===== src/rtl/vreg_port_arbiter.sv =====
// ---------------------------------------------------------------------------
// vreg_port_arbiter
//   Shares one lane vector-register port among NUM_REQ requesters.
//   A round-robin arbiter picks one eligible requester while IDLE, latches its
//   command into output registers, and holds it on the downstream port (ISSUE)
//   until the port accepts it. Granted reads push the winner ID into an
//   in-order FIFO so read responses can be steered back to their requester.
//
// Ports
//   clk, reset          : clock, asynchronous active-low reset
//   req_vld/we/addr/wdata : per-requester command (flattened, requester i at
//                         slice [i*W +: W])
//   req_gnt             : one-hot acceptance pulse (combinational)
//   rsp_vld, rsp_data   : one-hot read-response valid, broadcast read data
//   reg_req_*           : downstream command (registered)
//   reg_req_grant       : downstream acceptance
//   reg_rsp_vld/data    : downstream in-order read response
//   outst_cnt           : number of reads accepted but not yet answered
//   err_underflow       : sticky flag, response arrived with no read pending
// ---------------------------------------------------------------------------
module vreg_port_arbiter #(
  parameter int NUM_REQ          = 4,
  parameter int VECTOR_REG_WIDTH = 64,
  parameter int ADDR_W           = 5,
  parameter int MAX_OUTST        = 4,
  localparam int IDX_W = (NUM_REQ > 1) ? $clog2(NUM_REQ) : 1,
  localparam int PTR_W = (MAX_OUTST > 1) ? $clog2(MAX_OUTST) : 1,
  localparam int CNT_W = $clog2(MAX_OUTST) + 1
) (
  input  logic                                clk,
  input  logic                                reset,
  input  logic [NUM_REQ-1:0]                  req_vld,
  input  logic [NUM_REQ-1:0]                  req_we,
  input  logic [NUM_REQ*ADDR_W-1:0]           req_addr,
  input  logic [NUM_REQ*VECTOR_REG_WIDTH-1:0] req_wdata,
  output logic [NUM_REQ-1:0]                  req_gnt,
  output logic [NUM_REQ-1:0]                  rsp_vld,
  output logic [VECTOR_REG_WIDTH-1:0]         rsp_data,
  output logic                                reg_req_vld,
  output logic                                reg_req_we,
  output logic [ADDR_W-1:0]                   reg_req_addr,
  output logic [VECTOR_REG_WIDTH-1:0]         reg_req_wdata,
  input  logic                                reg_req_grant,
  input  logic                                reg_rsp_vld,
  input  logic [VECTOR_REG_WIDTH-1:0]         reg_rsp_data,
  output logic [CNT_W-1:0]                    outst_cnt,
  output logic                                err_underflow
);

  typedef enum logic {
    IDLE  = 1'b0,
    ISSUE = 1'b1
  } state_t;

  state_t           state;
  logic [IDX_W-1:0] rr_ptr;
  logic [IDX_W-1:0] win_id;

  // In-order ID FIFO for reads that have been accepted downstream
  logic [IDX_W-1:0] id_fifo [MAX_OUTST];
  logic [PTR_W-1:0] wr_ptr;
  logic [PTR_W-1:0] rd_ptr;

  logic [NUM_REQ-1:0] elig;
  logic               can_read;
  logic               any_elig;
  logic [IDX_W-1:0]   pick;
  logic [IDX_W:0]     rot_sum;
  logic [IDX_W-1:0]   rot_idx;
  logic               fire;
  logic               push;
  logic               pop;
  logic               fifo_empty;

  // Reads are held off once the response FIFO is full; writes never are.
  assign can_read   = (outst_cnt < CNT_W'(MAX_OUTST));
  assign elig       = req_vld & (req_we | {NUM_REQ{can_read}});
  assign fifo_empty = (outst_cnt == '0);

  assign fire = (state == ISSUE) && reg_req_grant;
  assign push = fire && !reg_req_we;
  assign pop  = reg_rsp_vld && !fifo_empty;

  // Rotating priority search: offset 0 from rr_ptr has highest priority.
  always_comb begin
    any_elig = 1'b0;
    pick     = '0;
    rot_sum  = '0;
    rot_idx  = '0;
    for (int k = 0; k < NUM_REQ; k++) begin
      rot_sum = {1'b0, rr_ptr} + (IDX_W+1)'(k);
      if (rot_sum >= (IDX_W+1)'(NUM_REQ)) begin
        rot_sum = rot_sum - (IDX_W+1)'(NUM_REQ);
      end
      rot_idx = rot_sum[IDX_W-1:0];
      if (!any_elig && elig[rot_idx]) begin
        any_elig = 1'b1;
        pick     = rot_idx;
      end
    end
  end

  always_comb begin
    req_gnt = '0;
    if (fire) begin
      req_gnt[win_id] = 1'b1;
    end
  end

  always_comb begin
    rsp_vld = '0;
    if (pop) begin
      rsp_vld[id_fifo[rd_ptr]] = 1'b1;
    end
  end

  assign rsp_data = reg_rsp_data;

  // Arbitration FSM and downstream command registers
  always_ff @(posedge clk or negedge reset) begin
    if (!reset) begin
      state         <= IDLE;
      rr_ptr        <= '0;
      win_id        <= '0;
      reg_req_vld   <= 1'b0;
      reg_req_we    <= 1'b0;
      reg_req_addr  <= '0;
      reg_req_wdata <= '0;
    end else begin
      case (state)
        IDLE: begin
          if (any_elig) begin
            state         <= ISSUE;
            win_id        <= pick;
            reg_req_vld   <= 1'b1;
            reg_req_we    <= req_we[pick];
            reg_req_addr  <= req_addr[pick*ADDR_W +: ADDR_W];
            reg_req_wdata <= req_wdata[pick*VECTOR_REG_WIDTH +: VECTOR_REG_WIDTH];
          end
        end
        ISSUE: begin
          if (reg_req_grant) begin
            state       <= IDLE;
            reg_req_vld <= 1'b0;
            rr_ptr      <= (win_id == IDX_W'(NUM_REQ-1)) ? '0 : win_id + IDX_W'(1);
          end
        end
        default: state <= IDLE;
      endcase
    end
  end

  // Response-ID FIFO control
  always_ff @(posedge clk or negedge reset) begin
    if (!reset) begin
      wr_ptr        <= '0;
      rd_ptr        <= '0;
      outst_cnt     <= '0;
      err_underflow <= 1'b0;
    end else begin
      if (push) begin
        wr_ptr <= (wr_ptr == PTR_W'(MAX_OUTST-1)) ? '0 : wr_ptr + PTR_W'(1);
      end
      if (pop) begin
        rd_ptr <= (rd_ptr == PTR_W'(MAX_OUTST-1)) ? '0 : rd_ptr + PTR_W'(1);
      end
      case ({push, pop})
        2'b10:   outst_cnt <= outst_cnt + CNT_W'(1);
        2'b01:   outst_cnt <= outst_cnt - CNT_W'(1);
        default: outst_cnt <= outst_cnt;
      endcase
      if (reg_rsp_vld && fifo_empty) begin
        err_underflow <= 1'b1;
      end
    end
  end

  // FIFO storage carries no reset; entries are only read once written.
  always_ff @(posedge clk) begin
    if (push) begin
      id_fifo[wr_ptr] <= win_id;
    end
  end

endmodule


===== config.mk =====
export PLATFORM = sky130hd
export DESIGN_NAME = vreg_port_arbiter
export DESIGN_NICKNAME = d
export VERILOG_FILES = /design/src/rtl/vreg_port_arbiter.sv
export SDC_FILE = /design/constraint.sdc
export NUM_CORES = 1
export LEC_CHECK = 0
export CAP_MARGIN = 25
export CORE_AREA = 2 2 195 197
export CTS_BUF_LIST = sky130_fd_sc_hd__clkbuf_8
export CTS_CLUSTER_DIAMETER = 60
export DETAILED_ROUTE_END_ITERATION = 12
export DIE_AREA = 0 0 197 199
export PLACE_DENSITY = 0.58
export RECOVER_POWER = 25
export SLEW_MARGIN = 10
export SYNTH_ARGS = -nofsm -noshare
export SYNTH_HDL_FRONTEND = slang
export SYNTH_SLANG_ARGS = --single-unit

===== constraint.sdc =====
create_clock -name clk -period 2.75 [get_ports clk]
set_input_delay 0.4125 -clock clk [delete_from_list [all_inputs] [get_ports clk]]
set_output_delay 0.4125 -clock clk [all_outputs]
set_load 0.01 [all_outputs]

==> flow_summary.ini <==
[timing]
setup_slack_ns = 0.186
finalHoldViolCount = 0
final.setup.tns_ns = 0
hold_ws_ns = 0.308
relSlewSlack_pct = 12.2
min_period_ns = 2.56
period_share_pct = 93.2
grt_setup_unrepaired = no
fmax_mhz = 390
worstMarginPinSlew_ns = 1.32
finalMaxSlewViolations = 0
clock_skew_ns = 0.0205
setup_violations = 0

[run_status]
status = completed

[global_routing]
grt_pass1_vias = 6085
grt_max_degree = 67
track_usage_pct = 11.9
antenna_found_initial = 0
grt-ovfl-total = 0
grt_pass1_wl_mm = 34.9

[floorplan]
start_util_pct = 18.6
fp.dieW_um = 197
die_h_um = 199
rows = 71
dieArea_um2 = 39200
io_pins = 499
core_area_um2 = 37100

[logic_synthesis]
ys_seq_area_share_pct = 33.9
yosysWarnings = 0
netlist_area_um2 = 6910
synth_area_per_cell_um2 = 10.6
synth_edf_count = 8
synth_cell_type_count = 43
syn-num-nets = 1017
async_flop_share_pct = 91.3
synth_seq_cells = 92
syn_inst = 654
synthFlopType = dfrtp_1

[clocking]
insertion_delay_ns = 0.42
cts_hold_buf = 0
path_clk_slew_ns = 0.10
cts_tree = built
cts_max_path_buffers = 2
h-tree-depth = 3
cts-root-buf = clkbuf_8
clock_sinks = 92
numCtsBuffers = 9

[power_and_ir_drop]
leakagePower_nw = 4.94
ir_worst_vdd_v = 0.000372
powerDensity_nw_per_um2 = 1060

[finish]
layout.nets = 1343
drive_above_1_share_pct = 13.5
stdcell_count = 1460
syn_to_final_growth_pct = 60.9
fin_area_um2 = 11100
fillers = 3904

[worst_setup_path]
critPathCaptureType = output pin
crit_type = reg2out
worstPathArrival_ns = 2.15
reg2reg_from = rr_ptr[0]
required_ns = 2.34
path_max_fanout = 5
crit_path_start_kind = flop
crit_start = rd_ptr[0]

[routing]
met2WireLength_mm = 12.0
first_pass_iters = 4
top_layer = met4
dr_wl_met3_mm = 1.97
drt-initial-drc-count = 132
post_drt_wl_per_cell_um = 16.2
viasPerCell = 4.00
antenna_left = 0
m1WireLength_mm = 9.26
num_vias = 5834
drcViolationCount = 0
routed_wl_mm = 23.6

[placement]
dp_slack_ns = -0.102
place.gp.congestion = 0.789
hpwl_mm = 19.3
dp.cells = 1443
dpl_cell_area_um2 = 10900
io_buffers = 370

[hold_path]
hold_path_class = in2async

[run]
cap_violations = 0
## stage by stage
| step | power [W] | util (%) |
|---|---|---|
| after floorplan | 0.00793 | - |
| after global placement | 0.0107 | 29.3 |
| after detailed placement | 0.0108 | 29.3 |
| after CTS | 0.0120 | 29.9 |
| after global routing | 0.0127 | 29.9 |
| final | 0.0118 | 29.9 |
## registers in the layout (all words and copies together) (netlist names)
name           flops
state              1
reg_req_we         1
reg_req_vld        1
wr_ptr             2
err_underflow      1
win_id             2
outst_cnt          3
reg_req_addr       5
rd_ptr             2
rr_ptr             2
reg_req_wdata     64
id_fifo            8
## cell type report
class                           count  area [um2]  area share (%)
Timing Repair Buffer              421        4170            37.5
Multi-Input combinational cell    443        3740            33.6
Sequential cell                    92        2340            21.1
Tap cell                          474         593            5.34
Clock buffer                       10         138            1.24
Clock inverter                      6        81.3           0.732
Inverter                           13        48.8           0.439
Antenna cell                        1        2.50          0.0225
## final timing paths
| path | endpoint | slack [ns] | depth (start not counted) |
|---|---|---|---|
| worst max-delay path | rsp_vld[0] | 0.19 | 3 |
| worst min-delay path | rd_ptr[0] | 0.31 | 2 |
| worst max register to register | reg_req_wdata[21] | 0.24 | 10 |
| worst min register to register | err_underflow | 0.46 | 1 |
| max in group asynchronous | outst_cnt[2] | 1.49 | 2 |
| min in group clk | err_underflow | 0.46 | 1 |
## metal layers
layer  vias up  track usage, %
met5         -               0
met4         0            4.23
met3        22            3.83
met2       270            21.1
met1      2660            13.3
li1       2882               -
## worst max-delay path, cell delays in order, from the launching register on
cell and delay, ns:
dfrtp_2 0.43, mux4_2 0.56, nor3_1 0.19, clkdlybuf4s50_1 0.56
## cells in the mapped netlist (8+ instances only)
library cell / instances / area, um2
clkbuf_1: 10 / 37.5
dfrtp_1: 84 / 2100
inv_1: 12 / 45.0
o21ai_1: 71 / 355
buf_4: 67 / 503
mux2_1: 17 / 191
mux2i_1: 144 / 1440
mux2_4: 51 / 766
buf_6: 15 / 169
buf_2: 13 / 65.1
nand2_1: 80 / 300
ha_1: 10 / 125
edfxtp_1: 8 / 240
## timing repair
| action | 4_1_cts | 5_1_grt |
|---|---|---|
| endpoints found under the setup margin | 0 | 4 |
| setup buffers | 0 | 0 |
| gates resized for setup | 0 | 3 |
| endpoints found under the hold margin | 0 | 0 |
## cells in the final DEF (no fill, tap or decap), types with 3 or more instances in the layout
cell type,count
clkdlybuf4s50_1,369
mux2i_1,144
dfrtp_1,82
nand2_1,80
o21ai_1,71
mux2_4,51
buf_4,42
mux2_1,17
inv_1,14
ha_1,10
clkbuf_8,10
edfxtp_1,8
buf_12,7
nor2_1,6
and2_1,6
a21oi_1,6
o21ai_0,6
and3_1,5
o21a_1,4
mux2_2,4
nor3_1,3
a21o_1,3
## where the power goes
part / internal (W) / leakage (nW) / total (W) / switching (W)
sequential: 0.00202 / 1.10 / 0.00247 / 0.000453
combinational: 0.00468 / 3.72 / 0.00819 / 0.00352
clock: 0.000531 / 0.119 / 0.00108 / 0.000553
## cell families (layout without fill, tap and decap cells)
group	after synthesis	in the layout	share of synthesized area, %
mux	218	218	36.0
flops	92	92	33.9
xor+xnor	3	3	0.381
buf+inv	119	450	12.2
simple gates	106	106	6.43
compound gates	105	105	8.93
fa+ha+maj	11	11	2.10
other cells	0	1	0
No activity file was read; power rests on OpenSTA's default activity.
